==> src/rtl/alarm_siren_if.sv <==
// ============================================================================
// Module   : alarm_siren_if
// Brief    : Request/annunciator bundle between the alarm decoder, the
//            alarm_siren block and the annunciator outputs.
// Revision : 1.0 - initial release
// ============================================================================
`default_nettype none

interface alarm_siren_if;
  logic alarmEnable;
  logic silence_btn;
  logic test_btn;
  logic siren;
  logic strobe;
  logic alarm_latched;
  logic silenced;
  logic test_active;

  // master: request/button source; slave: the alarm_siren block
  modport master (
    output alarmEnable,
    output silence_btn,
    output test_btn,
    input  siren,
    input  strobe,
    input  alarm_latched,
    input  silenced,
    input  test_active
  );

  modport slave (
    input  alarmEnable,
    input  silence_btn,
    input  test_btn,
    output siren,
    output strobe,
    output alarm_latched,
    output silenced,
    output test_active
  );
endinterface

`default_nettype wire

==> src/rtl/alarm_siren.sv <==
// ============================================================================
// Module   : alarm_siren
// Brief    : Confirms a sustained alarmEnable request, latches the alarm and
//            drives siren/strobe with timed silence and self-test.
//            Strobe logic is present only when ALARM_STROBE_EN is defined.
// Revision : 1.0 - initial release
// ============================================================================
`default_nettype none

module alarm_siren #(
  parameter int unsigned CONFIRM_CYCLES = 4,
  parameter int unsigned TONE_HALF      = 8,
  parameter int unsigned STROBE_PERIOD  = 16,
  parameter int unsigned SILENCE_CYCLES = 64,
  parameter int unsigned TEST_CYCLES    = 32
) (
  input  logic         clk,
  input  logic         rst,
  alarm_siren_if.slave bus
);

  typedef enum logic [2:0] {
    ST_IDLE     = 3'd0,
    ST_CONFIRM  = 3'd1,
    ST_ALARM    = 3'd2,
    ST_SILENCED = 3'd3,
    ST_TEST     = 3'd4
  } state_t;

  localparam logic [15:0] c_confirm_last = 16'(CONFIRM_CYCLES - 1);
  localparam logic [15:0] c_tone_last    = 16'(TONE_HALF - 1);
  localparam logic [15:0] c_silence_load = 16'(SILENCE_CYCLES);
  localparam logic [15:0] c_test_load    = 16'(TEST_CYCLES);

  if (CONFIRM_CYCLES < 1 || CONFIRM_CYCLES > 65535) begin : g_chk_confirm
    $error("alarm_siren: CONFIRM_CYCLES out of range");
  end
  if (TONE_HALF < 1 || TONE_HALF > 65535) begin : g_chk_tone
    $error("alarm_siren: TONE_HALF out of range");
  end
  if (STROBE_PERIOD < 2 || STROBE_PERIOD > 65535) begin : g_chk_strobe
    $error("alarm_siren: STROBE_PERIOD out of range");
  end
  if (SILENCE_CYCLES < 1 || SILENCE_CYCLES > 65535) begin : g_chk_silence
    $error("alarm_siren: SILENCE_CYCLES out of range");
  end
  if (TEST_CYCLES < 1 || TEST_CYCLES > 65535) begin : g_chk_test
    $error("alarm_siren: TEST_CYCLES out of range");
  end

  state_t      r_state;
  state_t      w_state_nxt;
  logic [15:0] r_cnt;
  logic [15:0] w_cnt_nxt;
  logic [15:0] r_sil;
  logic [15:0] w_sil_nxt;
  logic [15:0] r_test;
  logic [15:0] w_test_nxt;
  logic [15:0] r_tone;
  logic [15:0] w_tone_nxt;
  logic        r_siren;
  logic        w_siren_nxt;
  logic        r_alarm_latched;
  logic        r_silenced;
  logic        r_test_active;
  logic        w_latched_cur;
  logic        w_latched_nxt;
  logic        w_tone_run_nxt;

  // --------------------------------------------------------------------------
  // State register
  // --------------------------------------------------------------------------
  always_ff @(posedge clk) begin
    if (rst) begin
      r_state <= ST_IDLE;
    end else begin
      r_state <= w_state_nxt;
    end
  end

  // --------------------------------------------------------------------------
  // Next-state and control counters
  // --------------------------------------------------------------------------
  always_comb begin
    w_state_nxt = r_state;
    w_cnt_nxt   = r_cnt;
    w_sil_nxt   = r_sil;
    w_test_nxt  = r_test;
    case (r_state)
      ST_IDLE: begin
        if (bus.alarmEnable) begin
          if (CONFIRM_CYCLES == 1) begin
            w_state_nxt = ST_ALARM;
            w_cnt_nxt   = '0;
          end else begin
            w_state_nxt = ST_CONFIRM;
            w_cnt_nxt   = 16'd1;
          end
        end else if (bus.test_btn) begin
          w_state_nxt = ST_TEST;
          w_test_nxt  = c_test_load;
        end
      end
      ST_CONFIRM: begin
        if (!bus.alarmEnable) begin
          w_state_nxt = ST_IDLE;
          w_cnt_nxt   = '0;
        end else if (r_cnt == c_confirm_last) begin
          w_state_nxt = ST_ALARM;
          w_cnt_nxt   = '0;
        end else begin
          w_cnt_nxt   = r_cnt + 16'd1;
        end
      end
      ST_ALARM: begin
        if (bus.silence_btn) begin
          w_state_nxt = ST_SILENCED;
          w_sil_nxt   = c_silence_load;
        end
      end
      ST_SILENCED: begin
        // Timer only counts down; further presses never reload it.
        if (r_sil == 16'd1) begin
          w_sil_nxt   = '0;
          w_state_nxt = bus.alarmEnable ? ST_ALARM : ST_IDLE;
        end else begin
          w_sil_nxt   = r_sil - 16'd1;
        end
      end
      ST_TEST: begin
        if (bus.alarmEnable) begin
          w_test_nxt = '0;
          if (CONFIRM_CYCLES == 1) begin
            w_state_nxt = ST_ALARM;
            w_cnt_nxt   = '0;
          end else begin
            w_state_nxt = ST_CONFIRM;
            w_cnt_nxt   = 16'd1;
          end
        end else if (r_test == 16'd1) begin
          w_state_nxt = ST_IDLE;
          w_test_nxt  = '0;
        end else begin
          w_test_nxt  = r_test - 16'd1;
        end
      end
      default: begin
        w_state_nxt = ST_IDLE;
        w_cnt_nxt   = '0;
        w_sil_nxt   = '0;
        w_test_nxt  = '0;
      end
    endcase
  end

  // --------------------------------------------------------------------------
  // Siren tone generator
  // --------------------------------------------------------------------------
  assign w_latched_cur  = (r_state == ST_ALARM) || (r_state == ST_SILENCED);
  assign w_latched_nxt  = (w_state_nxt == ST_ALARM) || (w_state_nxt == ST_SILENCED);
  assign w_tone_run_nxt = (w_state_nxt == ST_ALARM) || (w_state_nxt == ST_TEST);

  always_comb begin
    w_tone_nxt  = '0;
    w_siren_nxt = 1'b0;
    if (w_tone_run_nxt) begin
      // Any state change into ALARM/TEST restarts the tone high.
      if (w_state_nxt != r_state) begin
        w_tone_nxt  = '0;
        w_siren_nxt = 1'b1;
      end else if (r_tone == c_tone_last) begin
        w_tone_nxt  = '0;
        w_siren_nxt = ~r_siren;
      end else begin
        w_tone_nxt  = r_tone + 16'd1;
        w_siren_nxt = r_siren;
      end
    end
  end

  always_ff @(posedge clk) begin
    if (rst) begin
      r_cnt           <= '0;
      r_sil           <= '0;
      r_test          <= '0;
      r_tone          <= '0;
      r_siren         <= 1'b0;
      r_alarm_latched <= 1'b0;
      r_silenced      <= 1'b0;
      r_test_active   <= 1'b0;
    end else begin
      r_cnt           <= w_cnt_nxt;
      r_sil           <= w_sil_nxt;
      r_test          <= w_test_nxt;
      r_tone          <= w_tone_nxt;
      r_siren         <= w_siren_nxt;
      r_alarm_latched <= w_latched_nxt;
      r_silenced      <= (w_state_nxt == ST_SILENCED);
      r_test_active   <= (w_state_nxt == ST_TEST);
    end
  end

  assign bus.siren         = r_siren;
  assign bus.alarm_latched = r_alarm_latched;
  assign bus.silenced      = r_silenced;
  assign bus.test_active   = r_test_active;

  // --------------------------------------------------------------------------
  // Strobe: free-runs across ALARM<->SILENCED, restarts on a fresh latch
  // --------------------------------------------------------------------------
`ifdef ALARM_STROBE_EN
  localparam logic [15:0] c_strobe_last = 16'(STROBE_PERIOD - 1);

  logic [15:0] r_strb;
  logic [15:0] w_strb_nxt;
  logic        r_strobe;
  logic        w_strobe_nxt;

  always_comb begin
    w_strb_nxt   = '0;
    w_strobe_nxt = 1'b0;
    if (w_latched_nxt) begin
      if (w_latched_cur) begin
        w_strb_nxt = (r_strb == c_strobe_last) ? 16'd0 : (r_strb + 16'd1);
      end
      w_strobe_nxt = (w_strb_nxt == 16'd0);
    end
  end

  always_ff @(posedge clk) begin
    if (rst) begin
      r_strb   <= '0;
      r_strobe <= 1'b0;
    end else begin
      r_strb   <= w_strb_nxt;
      r_strobe <= w_strobe_nxt;
    end
  end

  assign bus.strobe = r_strobe;
`else
  assign bus.strobe = 1'b0;
`endif

endmodule

`default_nettype wire

==> src/flat_wrapper.sv <==
// flat-port wrapper written by rule: the top's interface ports become plain ports
module alarm_siren_flat 
#(
  parameter int unsigned CONFIRM_CYCLES = 4,
  parameter int unsigned TONE_HALF      = 8,
  parameter int unsigned STROBE_PERIOD  = 16,
  parameter int unsigned SILENCE_CYCLES = 64,
  parameter int unsigned TEST_CYCLES    = 32
)
  (clk, rst, bus_alarmEnable, bus_silence_btn, bus_test_btn, bus_siren, bus_strobe, bus_alarm_latched, bus_silenced, bus_test_active);
  alarm_siren_if bus_i ();
  input  logic clk;
  input  logic rst;
  input wire logic [$bits(bus_i.alarmEnable)-1:0] bus_alarmEnable;
  input wire logic [$bits(bus_i.silence_btn)-1:0] bus_silence_btn;
  input wire logic [$bits(bus_i.test_btn)-1:0] bus_test_btn;
  output wire logic [$bits(bus_i.siren)-1:0] bus_siren;
  output wire logic [$bits(bus_i.strobe)-1:0] bus_strobe;
  output wire logic [$bits(bus_i.alarm_latched)-1:0] bus_alarm_latched;
  output wire logic [$bits(bus_i.silenced)-1:0] bus_silenced;
  output wire logic [$bits(bus_i.test_active)-1:0] bus_test_active;
  assign bus_i.alarmEnable = bus_alarmEnable;
  assign bus_i.silence_btn = bus_silence_btn;
  assign bus_i.test_btn = bus_test_btn;
  assign bus_siren = bus_i.siren;
  assign bus_strobe = bus_i.strobe;
  assign bus_alarm_latched = bus_i.alarm_latched;
  assign bus_silenced = bus_i.silenced;
  assign bus_test_active = bus_i.test_active;
  alarm_siren #(.CONFIRM_CYCLES(CONFIRM_CYCLES), .TONE_HALF(TONE_HALF), .STROBE_PERIOD(STROBE_PERIOD), .SILENCE_CYCLES(SILENCE_CYCLES), .TEST_CYCLES(TEST_CYCLES)) u_core (.clk(clk), .rst(rst), .bus(bus_i));
endmodule
==> config.mk <==
export PLATFORM = sky130hd
export DESIGN_NAME = alarm_siren_flat
export DESIGN_NICKNAME = d
export VERILOG_FILES = /design/src/rtl/alarm_siren_if.sv /design/src/rtl/alarm_siren.sv /design/src/flat_wrapper.sv
export SDC_FILE = /design/constraint.sdc
export NUM_CORES = 1
export LEC_CHECK = 0
export BUFFER_PORTS_ARGS = -buffer_cell sky130_fd_sc_hd__buf_2
export CELL_PAD_IN_SITES_DETAIL_PLACEMENT = 0
export CELL_PAD_IN_SITES_GLOBAL_PLACEMENT = 1
export CORE_MARGIN = 4
export CORE_UTILIZATION = 40
export DETAILED_ROUTE_END_ITERATION = 8
export GPL_TIMING_DRIVEN = 0
export HOLD_SLACK_MARGIN = 0.1
export PLACE_DENSITY = 0.67
export SETUP_SLACK_MARGIN = 0.4
export SLEW_MARGIN = 5
export SYNTH_ARGS = -nofsm -noshare
export SYNTH_HDL_FRONTEND = slang
export SYNTH_SLANG_ARGS = --single-unit
==> constraint.sdc <==
create_clock -name clk -period 3.16 [get_ports clk]
set_input_delay 0.158 -clock clk [delete_from_list [all_inputs] [get_ports clk]]
set_output_delay 0.158 -clock clk [all_outputs]
set_load 0.01 [all_outputs]
==> metrics.txt, run 1 <==
Endpoint, Worst Hold u_core.r_sil[6]; Syn Area/Cell 8.66 µm²; final worst setup slack 608 ps; R2R setup slack 610 ps; max cap viols 0; final hold vios 0; Post-Syn Instances 400; count of cell types in the netlist 53; initial core utilization 0.415; dominant synthesized flop cell dfxtp_1; Buf/Inv on CP 3; vias in the first global route 2,787; height of the die 101 µm; largest net degree at the start of global routing 12; FF-to-FF Start u_core.r_test[1]; fin crit period 2550 ps; share of the synthesized area in the top cell type 0.410; global-route wire length before repair 13,100 µm; Pwr Density 494 nW/µm²; outcome finished clean; Peak supply drop 0.000196 V; grt ovf 0; RSZ-0062 raised after global routing no; Synthesis Warnings 0; hold_sp bus_silence_btn; clock skew 10.5 ps; core footprint 8340 µm²; top cells by count, synth dfxtp_1 (71), nor2_1 (69), xnor2_1 (32); die area 10,200 µm²; top cells by area, synth dfxtp_1 (41%), xnor2_1 (8.1%), nor2_1 (7.5%); Root Driver clkbuf_8; worst-skew pair later-pin latency 340 ps; Synth async-reset ratio 0; Slew Limit Headroom 0.514; hold_ws 163 ps; Starting DRT DRC Count 109; Tot GR Track Use 0.158; PortBufs 8; period utilisation layout 0.808; Placed Area 3640 µm²; Via density 5.25; Die X 101 µm; Core Rows 33; layout cells sized above 1 0.116; total CTS buffers 9; slowest cell on the critical path or4b_2; Final setup viols 0; Final nets 430; antenna violations before repair 0; final wirelength 7210 µm; Pleak 1.31 nW; register area share after synthesis 0.410; Post-synth EDFFs 0; # diodes 0; r2r endpoint u_core.r_test[8]; wire per inst 13.7 µm; Post-route DRC 0; fin area 3820 µm²; worst-margin pin slew 718 ps; CP peak stage delay 610 ps; CTS sink cnt 71; post-place setup slack 468 ps; H-tree depth 3; area delta synth->final 10.3%; maximum clock frequency 0.392 GHz; first drt pass iteration count 4; global placement routability congestion 0.836; CTS max path bufs 2; boundary pin count 10; most common cell in the synthesized netlist dfxtp_1; Clock transition at path regs 80 ps; post-route antenna net violation count 0; worst hold path depth 3; R2R cell count 9; hpwl dp 5180 µm; cell family with most CP delay simple AND/OR/NAND/NOR gates; Syn Nets 411; Layout fillers 872; Final Max Tran Viols 0; Crit. End Element flip-flop; Worst Path Required 3390 ps; synthesis-stage register bit count 71; Synth area leader dfxtp_1; CP cell instances inv_1 -> ha_1 -> or4b_2 -> o41a_1 -> a21oi_2 -> or2_2 -> clkbuf_1 -> clkbuf_4 -> nor2_1; hold crit path type input pin to flip-flop; final core occ 0.458; total number of vias 2,771; Crit Path Class flip-flop to flip-flop; Netlist Area Pre-Place 3460 µm²; hold_buf cts 0; Worst setup SP type flip-flop; TNS Setup 0 ps; CTS tree built; crit path DAT 2780 ps; CP Max Fanout 10
-- worst max-delay path by stage --
stage / endpoint / cells past startpoint / slack [ps] / startpoint
2_1_floorplan: u_core.r_test[10] / 9 / 930 / u_core.r_test[1]
3_3_place_gp: u_core.r_cnt[11] / 8 / 480 / u_core.r_cnt[0]
3_5_place_dp: u_core.r_cnt[7] / 8 / 470 / u_core.r_cnt[0]
4_1_cts: u_core.r_cnt[7] / 8 / 460 / u_core.r_cnt[0]
5_1_grt: u_core.r_cnt[10] / 8 / 400 / u_core.r_cnt[0]
6_report: u_core.r_test[8] / 9 / 610 / u_core.r_test[1]
-- what timing repair did --
item,4_1_cts,5_1_grt
resized for setup,0,4
setup buffers,0,0
setup endpoints to repair,0,20
-- through the flow --
| stage | total power, mW | cells |
|---|---|---|
| after floorplan | 1.16 | 400 |
| after global placement | 1.22 | 513 |
| after detailed placement | 1.22 | 513 |
| after CTS | 1.91 | 528 |
| after global routing | 1.98 | 528 |
| final | 1.89 | 528 |
-- tightest hold or removal path: stages --
cell and delay (ps):
buf_2 130, nand3_1 80, a31oi_1 80
-- layout make-up --
| cell class | count | area (µm²) | area share |
|---|---|---|---|
| Multi-Input combinational cell | 303 | 1930 | 0.504 |
| Tap cell | 105 | 131 | 0.0344 |
| Buffer | 16 | 86.3 | 0.0226 |
| Sequential cell | 71 | 1420 | 0.372 |
| Clock buffer | 11 | 131 | 0.0344 |
| Clock inverter | 4 | 47.5 | 0.0124 |
| Inverter | 10 | 37.5 | 0.00982 |
| Timing Repair Buffer | 8 | 40.0 | 0.0105 |
-- power breakdown --
group	switching (mW)	internal, mW	total, mW
registers	0.0308	0.925	0.956
clock network	0.333	0.359	0.692
logic	0.140	0.101	0.241
total	0.504	1.39	1.89
-- sequential cells by signal, summed over array words and instances (netlist names), 3 cells and up --
| signal | cells |
|---|---|
| u_core.r_state | 3 |
| u_core.r_tone | 16 |
| u_core.r_sil | 16 |
| u_core.r_cnt | 16 |
| u_core.r_test | 16 |
-- placed cells by master (no fill, tap or decap), types with 11 or more instances in the layout --
cell     instances
dfxtp_1         71
nor2_1          69
xnor2_1         32
nand2_1         22
nor3_1          21
xor2_1          20
nor4_1          14
nand3_1         12
nand4_1         11
-- metal layers --
layer  wire length, µm  vias to the layer above  GRT usage
met5                 0                        -          0
met4                96                        0     0.0491
met3               195                        8     0.0415
met2              3000                       33      0.230
met1              3920                     1268      0.225
li1                  -                     1462          -
-- cell families after synthesis --
group / Yosys count / share of synthesized area
compound gates: 49 / 0.104
xor+xnor: 52 / 0.131
fa+ha+maj: 6 / 0.0217
buf+inv: 26 / 0.0347
flops: 71 / 0.410
other cells: 1 / 0.00108
simple gates: 195 / 0.297
Note: power is estimated with default switching activity, not from simulation.
==> inputs of run 2 (changes only) <==
- PLACE_DENSITY: 0.67 -> 0.7
- clock period: 3.16 -> 2.32 ns (I/O delays scaled with it)
==> run 2 against run 1 <==
Cell area is 17% higher. Cell count up 4.9%. Maximum frequency up 17%. First-iteration DRC count shrank 3.7%. Clock skew is 1.3 ps lower. Total power increased by 41%. Global-route usage rose by 0.40 points. Register-to-register slack got worse by 470 ps. Critical endpoint is now u_core.r_tone[4]. Largest cell class unchanged. Highest routed layer unchanged.
==> metrics.txt, run 2 (synthesized netlist as in run 1, its figures left out) <==
Via density 5.25 (about the same); Starting DRT DRC Count 105 (-3.7%); commonest non-fill, non-tap cells in the layout dfxtp_1 (56), nor2_1 (51), xnor2_1 (32); final wirelength 7770 µm (+7.8%); Endpoint, Worst Hold u_core.r_sil[6]; most common cell after layout, fill and taps aside dfxtp_1; first drt pass iteration count 6 (+2); Pwr Density 598 nW/µm² (+21%); outcome finished clean; Clock power frac 0.326 (-0.040); fin crit period 2180 ps (-371 ps); crit path DAT 2410 ps (-370 ps); area delta synth->final 28.7%; R2R cell count 7 (-2); P_int 1.94 mW (+40%); die area 10,200 µm² (unchanged); CTS max path bufs 2 (unchanged); final worst setup slack 139 ps (-469 ps); Final Max Tran Viols 0 (unchanged); CP cell instances or4_4 -> o41a_1 -> a21oi_2 -> a311o_1 -> buf_6 -> clkbuf_16 -> nor3_2; height of the die 101 µm (unchanged); CTS sink cnt 71 (unchanged); Crit. End Element flip-flop; hold_sp bus_silence_btn; vias in the first global route 2,755 (-1.1%); CTS tree built; Root Driver clkbuf_8; Core Rows 33 (unchanged); grt ovf 0 (unchanged); Final setup viols 0 (unchanged); Crit. path cell count 7 (-2); post-place setup slack -43.2 ps (-511 ps); RSZ-0062 raised after global routing yes; Slew Limit Headroom 0.632 (+0.118); Placed Cells 513 (unchanged); CP Max Fanout 6 (-4); global placement routability congestion 0.791 (-5.3%); core footprint 8340 µm² (unchanged); Worst Path Required 2550 ps (-840 ps); Final nets 457 (+6.3%); # diodes 0 (unchanged); antenna violations before repair 0 (unchanged); boundary pin count 10 (unchanged); max cap viols 0 (unchanged); hold_ws 111 ps (-52.2 ps); Tot GR Track Use 0.162 (+0.00403); worst-margin pin slew 552 ps (-167 ps); worst hold path depth 3 (unchanged); CP peak stage delay 540 ps (-70 ps); wire per inst 14.0 µm (+2.7%); H-tree depth 3 (unchanged); Gate power share 0.185 (+0.057); largest net degree at the start of global routing 11 (-1); Total Power 2.67 mW (+41%); total CTS buffers 9 (unchanged); fin cells 554 (+4.9%); final hold vios 0 (unchanged); part of the power in registers 0.489 (-0.017); worst-skew pair later-pin latency 340 ps (about the same); layout cells sized above 1 0.323 (+0.207); Pleak 1.52 nW (+17%); Clock transition at path regs 70 ps (about the same); hpwl dp 5090 µm (-1.8%); slowest cell on the critical path or4_4; Buf/Inv on CP 2 (-1); Die X 101 µm (unchanged); period utilisation layout 0.940 (+0.132); global-route wire length before repair 13,300 µm (+1.6%); Worst setup SP type flip-flop; r2r endpoint u_core.r_tone[4]; switch share 0.273 (+0.00597); initial core utilization 0.415 (unchanged); post-route antenna net violation count 0 (unchanged); R2R setup slack 140 ps (-470 ps); PortBufs 8 (unchanged); Post-route DRC 0 (unchanged); P_sw 0.728 mW (+44%); hold_buf cts 0 (unchanged); Peak supply drop 0.000274 V (+40%); clock skew 9.18 ps (-1.34 ps); total number of vias 2,906 (+4.9%); maximum clock frequency 0.459 GHz (+17%); Crit Path Class flip-flop to flip-flop; FF-to-FF Start u_core.r_test[10]; cell family with most CP delay compound AO/OA/AOI/OAI gates; hold crit path type input pin to flip-flop
run 2: cell count changes in the layout (fill, tap and decap cells not counted), sizes merged:
cell,previous run,this run
buf,14,44
bufinv,1,0
clkbuf,21,20
clkinv,2,1
clkinvlp,1,0
run 2: metrics by stage:
| stage | setup TNS [ps] | instance area [µm²] | util |
|---|---|---|---|
| after floorplan | 0 | 3540 | - |
| final | 0 | 4460 | 0.535 |
| after detailed placement | -542 | 3710 | 0.445 |
| after CTS | 0 | 4180 | 0.501 |
| after global placement | -1090 | 3710 | 0.445 |
| after global routing | 0 | 4460 | 0.535 |
run 2: how the worst max path moves through the flow:
stage / to / from
after floorplan: u_core.r_tone[5] / u_core.r_sil[7]
after global placement: u_core.r_cnt[3] / u_core.r_cnt[0]
after detailed placement: u_core.r_cnt[10] / u_core.r_cnt[0]
after CTS: u_core.r_tone[7] / u_core.r_test[10]
after global routing: u_core.r_tone[6] / u_core.r_test[1]
final: u_core.r_tone[4] / u_core.r_test[10]
run 2: area by class of cell:
class	instances	area [µm²]
Sequential cell	71	1450
Clock buffer	13	159
Fill cell	802	3880
Multi-Input combinational cell	303	2200
Inverter	10	37.5
Tap cell	105	131
Clock inverter	1	5.00
Timing Repair Buffer	35	324
Buffer	16	158
run 2: metal layers:
metal  wire length (µm)  vias to the layer above  track usage  part of all wire
li1                   -                     1511            -                 -
met1               3960                     1363        0.222              0.51
met3                211                        5       0.0478             0.027
met2               3530                       27        0.249              0.45
met4                 70                        0       0.0399            0.0090
met5                  0                        -            0                 0
run 2: worst min-delay path: stages:
cell	delay (ps)
buf_2	130
nand3_1	80
a31oi_1	70
run 2: what timing repair did:
item / CTS / global route
hold endpoints to repair: 0 / 0
buffers inserted: 15 / 9
pin swaps: 19 / 11
setup endpoints to repair: 66 / 67
resized for setup: 55 / 44
gates cloned: 1 / 2
run 2: power by group through the flow:
stage                     Clock [mW]  Sequential [mW]  Combinational [mW]
after global routing           0.957             1.31               0.544
after global placement             0             1.33               0.347
after detailed placement           0             1.33               0.347
after CTS                      0.910             1.31               0.420
final                          0.870             1.30               0.494
after floorplan                    0             1.32               0.283
==> inputs of run 3 (changes only) <==
- CORE_MARGIN: 4 -> 3
==> run 3 against run 2 <==
Cell area increased by 2.9%. Via count increased by 4.5%. Global-route usage increased by 0.14 points. Maximum frequency decreased by 1.6%. Non-clock buffer count increased by 4. Setup slack got worse by 35 ps. Worst hold slack improved by 89 ps. Critical path depth increased by 2. Register-to-register slack got worse by 30 ps. Sequential power about the same. Largest cell class unchanged.
==> metrics.txt, run 3 (synthesized netlist as in run 1, its figures left out) <==
Final nets 462 (+1.1%); Crit Path Class flip-flop to flip-flop; clock skew 8.78 ps (-0.406 ps); global-route wire length before repair 13,100 µm (-1.7%); Gate power share 0.191 (+0.006); switch share 0.275 (+0.00218); PortBufs 8 (unchanged); core footprint 8300 µm² (-0.50%); CP Max Fanout 5 (-1); vias in the first global route 2,761 (+0.22%); worst-margin pin slew 607 ps (+55.3 ps); FF-to-FF Start u_core.r_sil[9]; Crit. End Element flip-flop; height of the die 99.1 µm (-2.0%); crit path DAT 2450 ps (+40 ps); Final setup viols 0 (unchanged); Final Max Tran Viols 0 (unchanged); wire per inst 14.4 µm (+2.4%); H-tree depth 3 (unchanged); fin crit period 2220 ps (+34.6 ps); Critical Path Start u_core.r_sil[9]; Placed Cells 513 (unchanged); final hold vios 0 (unchanged); Pleak 1.59 nW (+4.7%); outcome finished clean; maximum clock frequency 0.451 GHz (-1.6%); CTS tree built; fin cells 561 (+1.3%); global placement routability congestion 0.791 (about the same); CTS max path bufs 2 (unchanged); Starting DRT DRC Count 165 (+57%); Slew Limit Headroom 0.595 (-0.0373); max cap viols 0 (unchanged); Layout fillers 767 (-4.4%); Post-route DRC 0 (unchanged); hold_ws 199 ps (+88.6 ps); worst-skew pair later-pin latency 350 ps (about the same); RSZ-0062 raised after global routing yes; Die X 99.1 µm (-2.0%); multi-input combinational cell area 2210 µm² (+0.46%); P_int 2.06 mW (+6.0%); post-route antenna net violation count 0 (unchanged); fin area 4590 µm² (+2.9%); final wirelength 8060 µm (+3.7%); boundary pin count 10 (unchanged); Worst Path Required 2560 ps (about the same); layout cells sized above 1 0.322 (-0.000571); largest net degree at the start of global routing 13 (+2); Worst setup SP type flip-flop; Total Power 2.84 mW (+6.3%); total number of vias 3,038 (+4.5%); CTS sink cnt 71 (unchanged); Peak supply drop 0.000369 V (+35%); worst hold path depth 3 (unchanged); antenna violations before repair 0 (unchanged); hpwl dp 5140 µm (+0.86%); part of the power in registers 0.460 (-0.029); P_sw 0.780 mW (+7.2%); Root Driver clkbuf_8; die area 9810 µm² (-3.9%); area delta synth->final 32.5%; period utilisation layout 0.955 (+0.0149); Via density 5.42 (+3.2%); hold_sp bus_alarmEnable; grt ovf 0 (unchanged); Tot GR Track Use 0.163 (+0.00144); Clock transition at path regs 80 ps (about the same); Placed Area 3710 µm² (unchanged); initial core utilization 0.417 (+0.00207); total CTS buffers 9 (unchanged); commonest non-fill, non-tap cells in the layout dfxtp_1 (59), nor2_1 (49), xnor2_1 (32); hold crit path type input pin to flip-flop; # diodes 0 (unchanged); most common cell after layout, fill and taps aside dfxtp_1; register area 1440 µm² (-0.26%); first drt pass iteration count 4 (-2); R2R cell count 9 (+2); Pwr Density 618 nW/µm² (+3.3%); Core Rows 33 (unchanged); Clock power frac 0.349 (+0.023)
[run 3: cell types whose count changed in the layout (fill, tap and decap cells not counted), sizes merged]
cell | previous run | this run
dlygate4sd3 | 0 | 2
clkbuf | 20 | 19
clkinv | 1 | 3
o2111ai | 4 | 5
bufinv | 0 | 1
clkinvlp | 0 | 2
[run 3: what timing repair did]
action                                  in CTS  in global routing
gates resized for setup                     41                 53
endpoints found under the setup margin      66                 65
gates cloned                                 1                  5
hold endpoints to repair                     5                  0
hold buffers                                 2                  0
buffers inserted                             9                 15
pin swaps                                    8                 14
[run 3: metrics by stage]
step	setup WS, ps	utilization	TNS, ps
2_1_floorplan	250	-	0
3_3_place_gp	-51.1	0.447	-946
3_5_place_dp	-64.4	0.447	-922
4_1_cts	85.8	0.502	0
5_1_grt	30.3	0.553	0
6_report	105	0.553	0
[run 3: cell type report]
class | count | area share
inverters | 10 | 0.00818
well taps | 105 | 0.0286
repair buffers | 39 | 0.0889
multi-input cells | 304 | 0.481
clock inverters | 6 | 0.0131
plain buffers | 16 | 0.0360
flip-flops and latches | 71 | 0.315
clock buffers | 10 | 0.0300
[run 3: routing by layer]
metal / GRT usage / vias to the layer above / part of all wire
met3: 0.0333 / 22 / 0.029
met2: 0.245 / 53 / 0.46
li1: - / 1530 / -
met1: 0.221 / 1433 / 0.48
met4: 0.0830 / 0 / 0.028
met5: 0 / - / 0
[run 3: final timing paths]
check                          end  slack, ps
hold reg to reg   u_core.r_tone[0]        490
hold / removal     u_core.r_cnt[0]        200
setup / recovery  u_core.r_tone[2]        100
setup reg to reg  u_core.r_tone[2]        100
[run 3: worst max-delay path: stages (launching register included)]
cell	delay, ps
dfxtp_2	330
or4_4	530
buf_6	130
or4_4	450
nand2_1	90
a311o_1	190
buf_6	130
buf_12	110
buf_12	110
nor3_2	40
[run 3: power groups by stage]
stage	Combinational, mW	Sequential [mW]	Clock [mW]
after global placement	0.347	1.33	0
after global routing	0.597	1.31	1.08
after CTS	0.429	1.30	1.03
after detailed placement	0.349	1.33	0
after floorplan	0.283	1.32	0
final	0.543	1.30	0.989
